**src/rtl/data_bus_if_pkg.sv**
```systemverilog
// Shared types and constants for the 6502-style external data bus interface.
// Holds the bus-cycle FSM state enum, bus width and open-bus fill value.
package data_bus_if_pkg;

  localparam int DW = 8;

  localparam logic [DW-1:0] OPEN_BUS_FILL = 8'hFF;

  typedef enum logic [1:0] {
    ST_READ  = 2'd0,
    ST_WRITE = 2'd1,
    ST_STALL = 2'd2
  } state_t;

endpackage

```
**src/rtl/data_bus_if_latch.sv**
```systemverilog
// dbus_latch: W-bit register with load enable and async reset value.
// Ports: clk_i, rst_i (async, high), en_i load enable, d_i data, q_o value.
module dbus_latch #(
  parameter int          W       = 8,
  parameter logic [W-1:0] RST_VAL = '1
) (
  input  logic         clk_i,
  input  logic         rst_i,
  input  logic         en_i,
  input  logic [W-1:0] d_i,
  output logic [W-1:0] q_o
);

  logic [W-1:0] q_q;

  always_ff @(posedge clk_i or posedge rst_i) begin
    if (rst_i) begin
      q_q <= RST_VAL;
    end else if (en_i) begin
      q_q <= d_i;
    end
  end

  assign q_o = q_q;

endmodule

```
**src/rtl/data_bus_if.sv**
```systemverilog
// data_bus_if: 6502 data bus front end. PHI0 makes PHI1/PHI2; DL captures
// DB_in on reads, DOR drives DB_out on writes; RDY=0 repeats reads (STALL).
// Inputs: PHI0, RES, RnW, RDY, DB_in, DB_in_valid, DB_int, DL_DB/ADL/ADH.
// Outputs: PHI1, PHI2, DB_out, DB_oe, DL_q, DL_to_DB/ADL/ADH, STALL.
// Build option: DBUS_OPEN_BUS_EN keeps DL on undriven reads (else 8'hFF).
module data_bus_if
  import data_bus_if_pkg::*;
#(
  parameter logic [DW-1:0] DL_RESET = 8'hFF
) (
  input  logic          PHI0,
  input  logic          RES,
  output logic          PHI1,
  output logic          PHI2,
  input  logic          RnW,
  input  logic          RDY,
  input  logic [DW-1:0] DB_in,
  input  logic          DB_in_valid,
  output logic [DW-1:0] DB_out,
  output logic          DB_oe,
  input  logic [DW-1:0] DB_int,
  input  logic          DL_DB,
  input  logic          DL_ADL,
  input  logic          DL_ADH,
  output logic [DW-1:0] DL_q,
  output logic          DL_to_DB,
  output logic          DL_to_ADL,
  output logic          DL_to_ADH,
  output logic          STALL
);

  logic          ph_q;
  logic          ph_d;
  state_t        state_q;
  logic [DW-1:0] dl_q;
  logic [DW-1:0] dl_d;
  logic [DW-1:0] dor_q;
  logic          dl_en;
  logic          dor_en;

  assign ph_d = ~ph_q;

  always_ff @(posedge PHI0 or posedge RES) begin
    if (RES) begin
      ph_q <= 1'b0;
    end else begin
      ph_q <= ph_d;
    end
  end

  // ph_q=1 means this edge ends PHI2: the cycle is resolved here.
  always_ff @(posedge PHI0 or posedge RES) begin
    if (RES) begin
      state_q <= ST_READ;
    end else if (ph_q) begin
      unique case (1'b1)
        !RnW:       state_q <= ST_WRITE;
        RnW && RDY: state_q <= ST_READ;
        default:    state_q <= ST_STALL;
      endcase
    end
  end

`ifdef DBUS_OPEN_BUS_EN
  assign dl_d = DB_in_valid ? DB_in : dl_q;
`else
  assign dl_d = DB_in_valid ? DB_in : OPEN_BUS_FILL;
`endif

  assign dl_en  = ph_q & RnW & RDY;
  assign dor_en = ~ph_q & ~RnW;

  dbus_latch #(.W(DW), .RST_VAL(DL_RESET)) u_dl (
    .clk_i (PHI0),
    .rst_i (RES),
    .en_i  (dl_en),
    .d_i   (dl_d),
    .q_o   (dl_q)
  );

  dbus_latch #(.W(DW), .RST_VAL(DL_RESET)) u_dor (
    .clk_i (PHI0),
    .rst_i (RES),
    .en_i  (dor_en),
    .d_i   (DB_int),
    .q_o   (dor_q)
  );

  assign PHI1      = ~ph_q;
  assign PHI2      = ph_q;
  // ph_q clears asynchronously on RES, so a write aborts at once.
  assign DB_oe     = ph_q & ~RnW;
  assign DB_out    = dor_q;
  assign DL_q      = dl_q;
  assign DL_to_DB  = ~ph_q & DL_DB;
  assign DL_to_ADL = ~ph_q & DL_ADL;
  assign DL_to_ADH = ~ph_q & DL_ADH;
  assign STALL     = (state_q == ST_STALL);

endmodule

```
**config.mk**
```make
export PLATFORM = sky130hd
export DESIGN_NAME = data_bus_if
export DESIGN_NICKNAME = d
export VERILOG_FILES = /design/src/rtl/data_bus_if_pkg.sv /design/src/rtl/data_bus_if_latch.sv /design/src/rtl/data_bus_if.sv
export SDC_FILE = /design/constraint.sdc
export NUM_CORES = 1
export LEC_CHECK = 0
export ABC_AREA = 1
export BUFFER_PORTS_ARGS = -buffer_cell sky130_fd_sc_hd__buf_2
export CORE_ASPECT_RATIO = 0.7
export CORE_MARGIN = 2
export CORE_UTILIZATION = 39
export CTS_CLUSTER_SIZE = 20
export DETAILED_ROUTE_END_ITERATION = 6
export PLACE_DENSITY = 0.73
export SLEW_MARGIN = 10
export SYNTH_ARGS = -nofsm -noshare
export SYNTH_HDL_FRONTEND = slang
export SYNTH_SLANG_ARGS = --single-unit
```
**constraint.sdc**
```tcl
create_clock -name PHI0 -period 1.11 [get_ports PHI0]
set_clock_uncertainty 0.15 [all_clocks]
set_input_delay 0.111 -clock PHI0 [delete_from_list [all_inputs] [get_ports PHI0]]
set_output_delay 0.111 -clock PHI0 [all_outputs]
set_load 0.05 [all_outputs]
```
==> out/metrics.yaml <==
placed_design:
  hpwlAfterDp_um: 1478
  dp_cells: 183
  dp_worst_setup_slack_ps: -66.39
  port_buffers: 46
  gp_congestion: 0.7362
finish:
  antenna_cells: 0
  seqCellArea_um2: 496.7
  stdcell_count: 211
  nets: 204
  syn2layout_area_growth_pct: 87.40
  nFillCells: 136
  drive_gt1_frac: 0.5028
  multi_input_area_um2: 361.6
worst_setup_path:
  crit_chain: "inv_1 -> nor2_4 -> buf_4"
  critPathMaxFanout: 4
  start_kind: "flop"
  critical_path_buf_inv_count: 2
  slowest_delay_ps: 450
  regToRegSetupSlack_ps: -240
  worstPathArrival_ps: 1110
  timing.rr.end: "u_dor.q_o[1]"
  cp_top_family: "flip-flops"
  r2r_cells: 5
  crit_path_top_delay_cell: "dfrtp_2"
  cp.required_ps: 850
  regToRegStartpoint: "PHI2"
  cp-end-kind: "output port"
  crit_type: "reg -> out"
power:
  p_leak_nw: 0.8490
  clkPwrFrac: 0.176
  combPwrFrac: 0.372
  powerDensity_mw_per_mm2: 1156
  vdd_drop_max_mv: 0.8276
  pwr-share-seq: 0.452
  p_sw_uw: 669.7
  switching_share: 0.3460
  intPower_mw: 1.266
timing:
  setup_viol: 41
  rsz0062_at_grt: "true"
  fin_ws_ps: -265.7
  slew_viol_final: 0
  slew_headroom: 0.7611
  hold_violations: 0
  worst_pin_slew_ps: 358.4
  max_freq_mhz: 726.9
  min_period_ps: 1376
  fin_crit_sh: 1.239
synthesis:
  synth_top_area_share: 0.4706
  syn_inst: 105
  ys_seq_elements: 19
  yosysMostFrequentCell: "nand2_1"
  avgSynthCellArea_um2: 8.508
  synth.distinct_cells: 15
  synth_edf_count: 0
  yosys_warnings: 0
  yosysTopAreaCell: "dfstp_2"
  dominantRegCellSynth: "dfstp_2"
  syn_area_um2: 893.4
  synth_area_leaders: "dfstp_2, nand2_1, dfrtp_1"
  ys_seq_area_frac: 0.5546
  async_flop_share: 1.000
  syn-num-nets: 129
  synth_common_cells: "nand2_1, dfstp_2, inv_1"
route:
  drc: 0
  ant_nets: 0
  totalWireLength_um: 2770
  vias_per_cell: 4.545
  drt_iter0_markers: 20
  wl_per_cell_um: 13.13
  drt-pass1-iter-count: 4
  vias: 959
cts:
  cts_tree: "built"
  clock-sinks: 19
  clk_latency_ps: 290
  path_clk_slew_ps: 100
  cts_buffer_depth: 2
  htree_levels: 1
  cts_made_buffers: 3
  cts-root-buf: "clkbuf_4"
global_routing:
  grt_pass1_wl_um: 4560
  grt_pass1_vias: 967
  grt_antenna_before_repair: 0
  grt_max_degree: 20
  grt_use_total: 0.2377
  gr-total-overflow: 0
hold_path:
  holdPathStages: 3
  hp-class: "in -> reg"
  min_to: "u_dor.q_o[5]"
  min_from: "RnW"
floorplan:
  ios: 47
  coreArea_mm2: 0.002155
  initial_core_util: 0.4146
  die_w_um: 61.21
  die_area_mm2: 0.002696
  num_rows: 14
  dieHeight_um: 44.05
job:
  maxCapViolCount: 0
run_status:
  violations: "negative setup slack"
  status: "finished, violations left"
logic make-up (layout without fill, tap and decap cells):
kind of cell           after synthesis  count (layout)  synth area share
AND/OR/NAND/NOR                     57              57            0.2843
flip-flops                          19              19            0.5546
buffers and inverters               19              93            0.1008
AO/OA/AOI/OAI                       10              10           0.06023
metrics by stage:
| step | power [mW] | TNS, ps | utilization | cell area (µm²) | hold WS (ps) |
|---|---|---|---|---|---|
| CTS | 1.919 | -6174 | 0.7677 | 1654 | 98.93 |
| global route | 2.021 | -8652 | 0.7770 | 1674 | 120.5 |
| finish | 1.936 | -6651 | 0.7770 | 1674 | 115.1 |
| global placement | 1.338 | -177.9 | 0.5517 | 1189 | -11.89 |
| floorplan | 1.221 | -4084 | - | 929.6 | -99.67 |
| detailed placement | 1.347 | -531.5 | 0.5517 | 1189 | -9.571 |
worst min-delay path: stages:
cell and delay [ps]:
buf_2 220, o21ai_0 180, nand2_1 50
worst max path at each step:
stage | from | end | slack, ps | cells past startpoint
after CTS | PHI2 | DL_to_ADL | -270 | 3
after floorplan | PHI2 | DB_oe | -560 | 4
after detailed placement | PHI2 | u_dor.q_o[2] | -70 | 4
final | PHI2 | DB_oe | -270 | 3
after global routing | PHI2 | DL_to_ADL | -320 | 3
after global placement | PHI2 | DL_to_ADL | -30 | 3
layer usage:
metal,global-route usage,wire length [µm],vias up
li1,-,-,460
met3,0.04678,107,8
met1,0.2911,1051,452
met5,0,0,-
met4,0.07826,75,0
met2,0.4191,1536,39
cell usage in the layout, fill, tap and decap left out, drive strengths merged:
cell         count
o21ai            8
nand2           49
inv             15
o21a             1
dlygate4sd3     19
clkbuf           4
nand3            1
o22ai            1
nor2             7
dfrtp            3
buf             55
dfstp           16
repair_timing:
action | 4_1_cts | 5_1_grt
endpoints found under the setup margin | 39 | 41
gates cloned | 0 | 0
buffers inserted | 4 | 1
endpoints found under the hold margin | 36 | 0
resized for setup | 65 | 5
pin swaps | 4 | 9
hold buffers | 19 | 0
flip-flops by register name, summed over array words and instances, names as in the netlist:
register and flops:
u_dl.q_o 8, u_dor.q_o 8, state_q 2, PHI2 1
layout make-up:
cell class	count	area share
clock buffers	4	0.01570
inverters	15	0.03363
multi-input cells	67	0.2160
flip-flops and latches	19	0.2967
well taps	32	0.02392
repair buffers	74	0.4140
power groups by stage:
stage                     combinational, mW  clock [mW]  sequential (mW)
after global routing                  0.758       0.380            0.882
after CTS                             0.696       0.350            0.872
final                                 0.720       0.341            0.875
after detailed placement              0.494           0            0.853
after global placement                0.488           0            0.850
after floorplan                       0.127           0             1.09
Note: power is estimated with default switching activity, not from simulation.
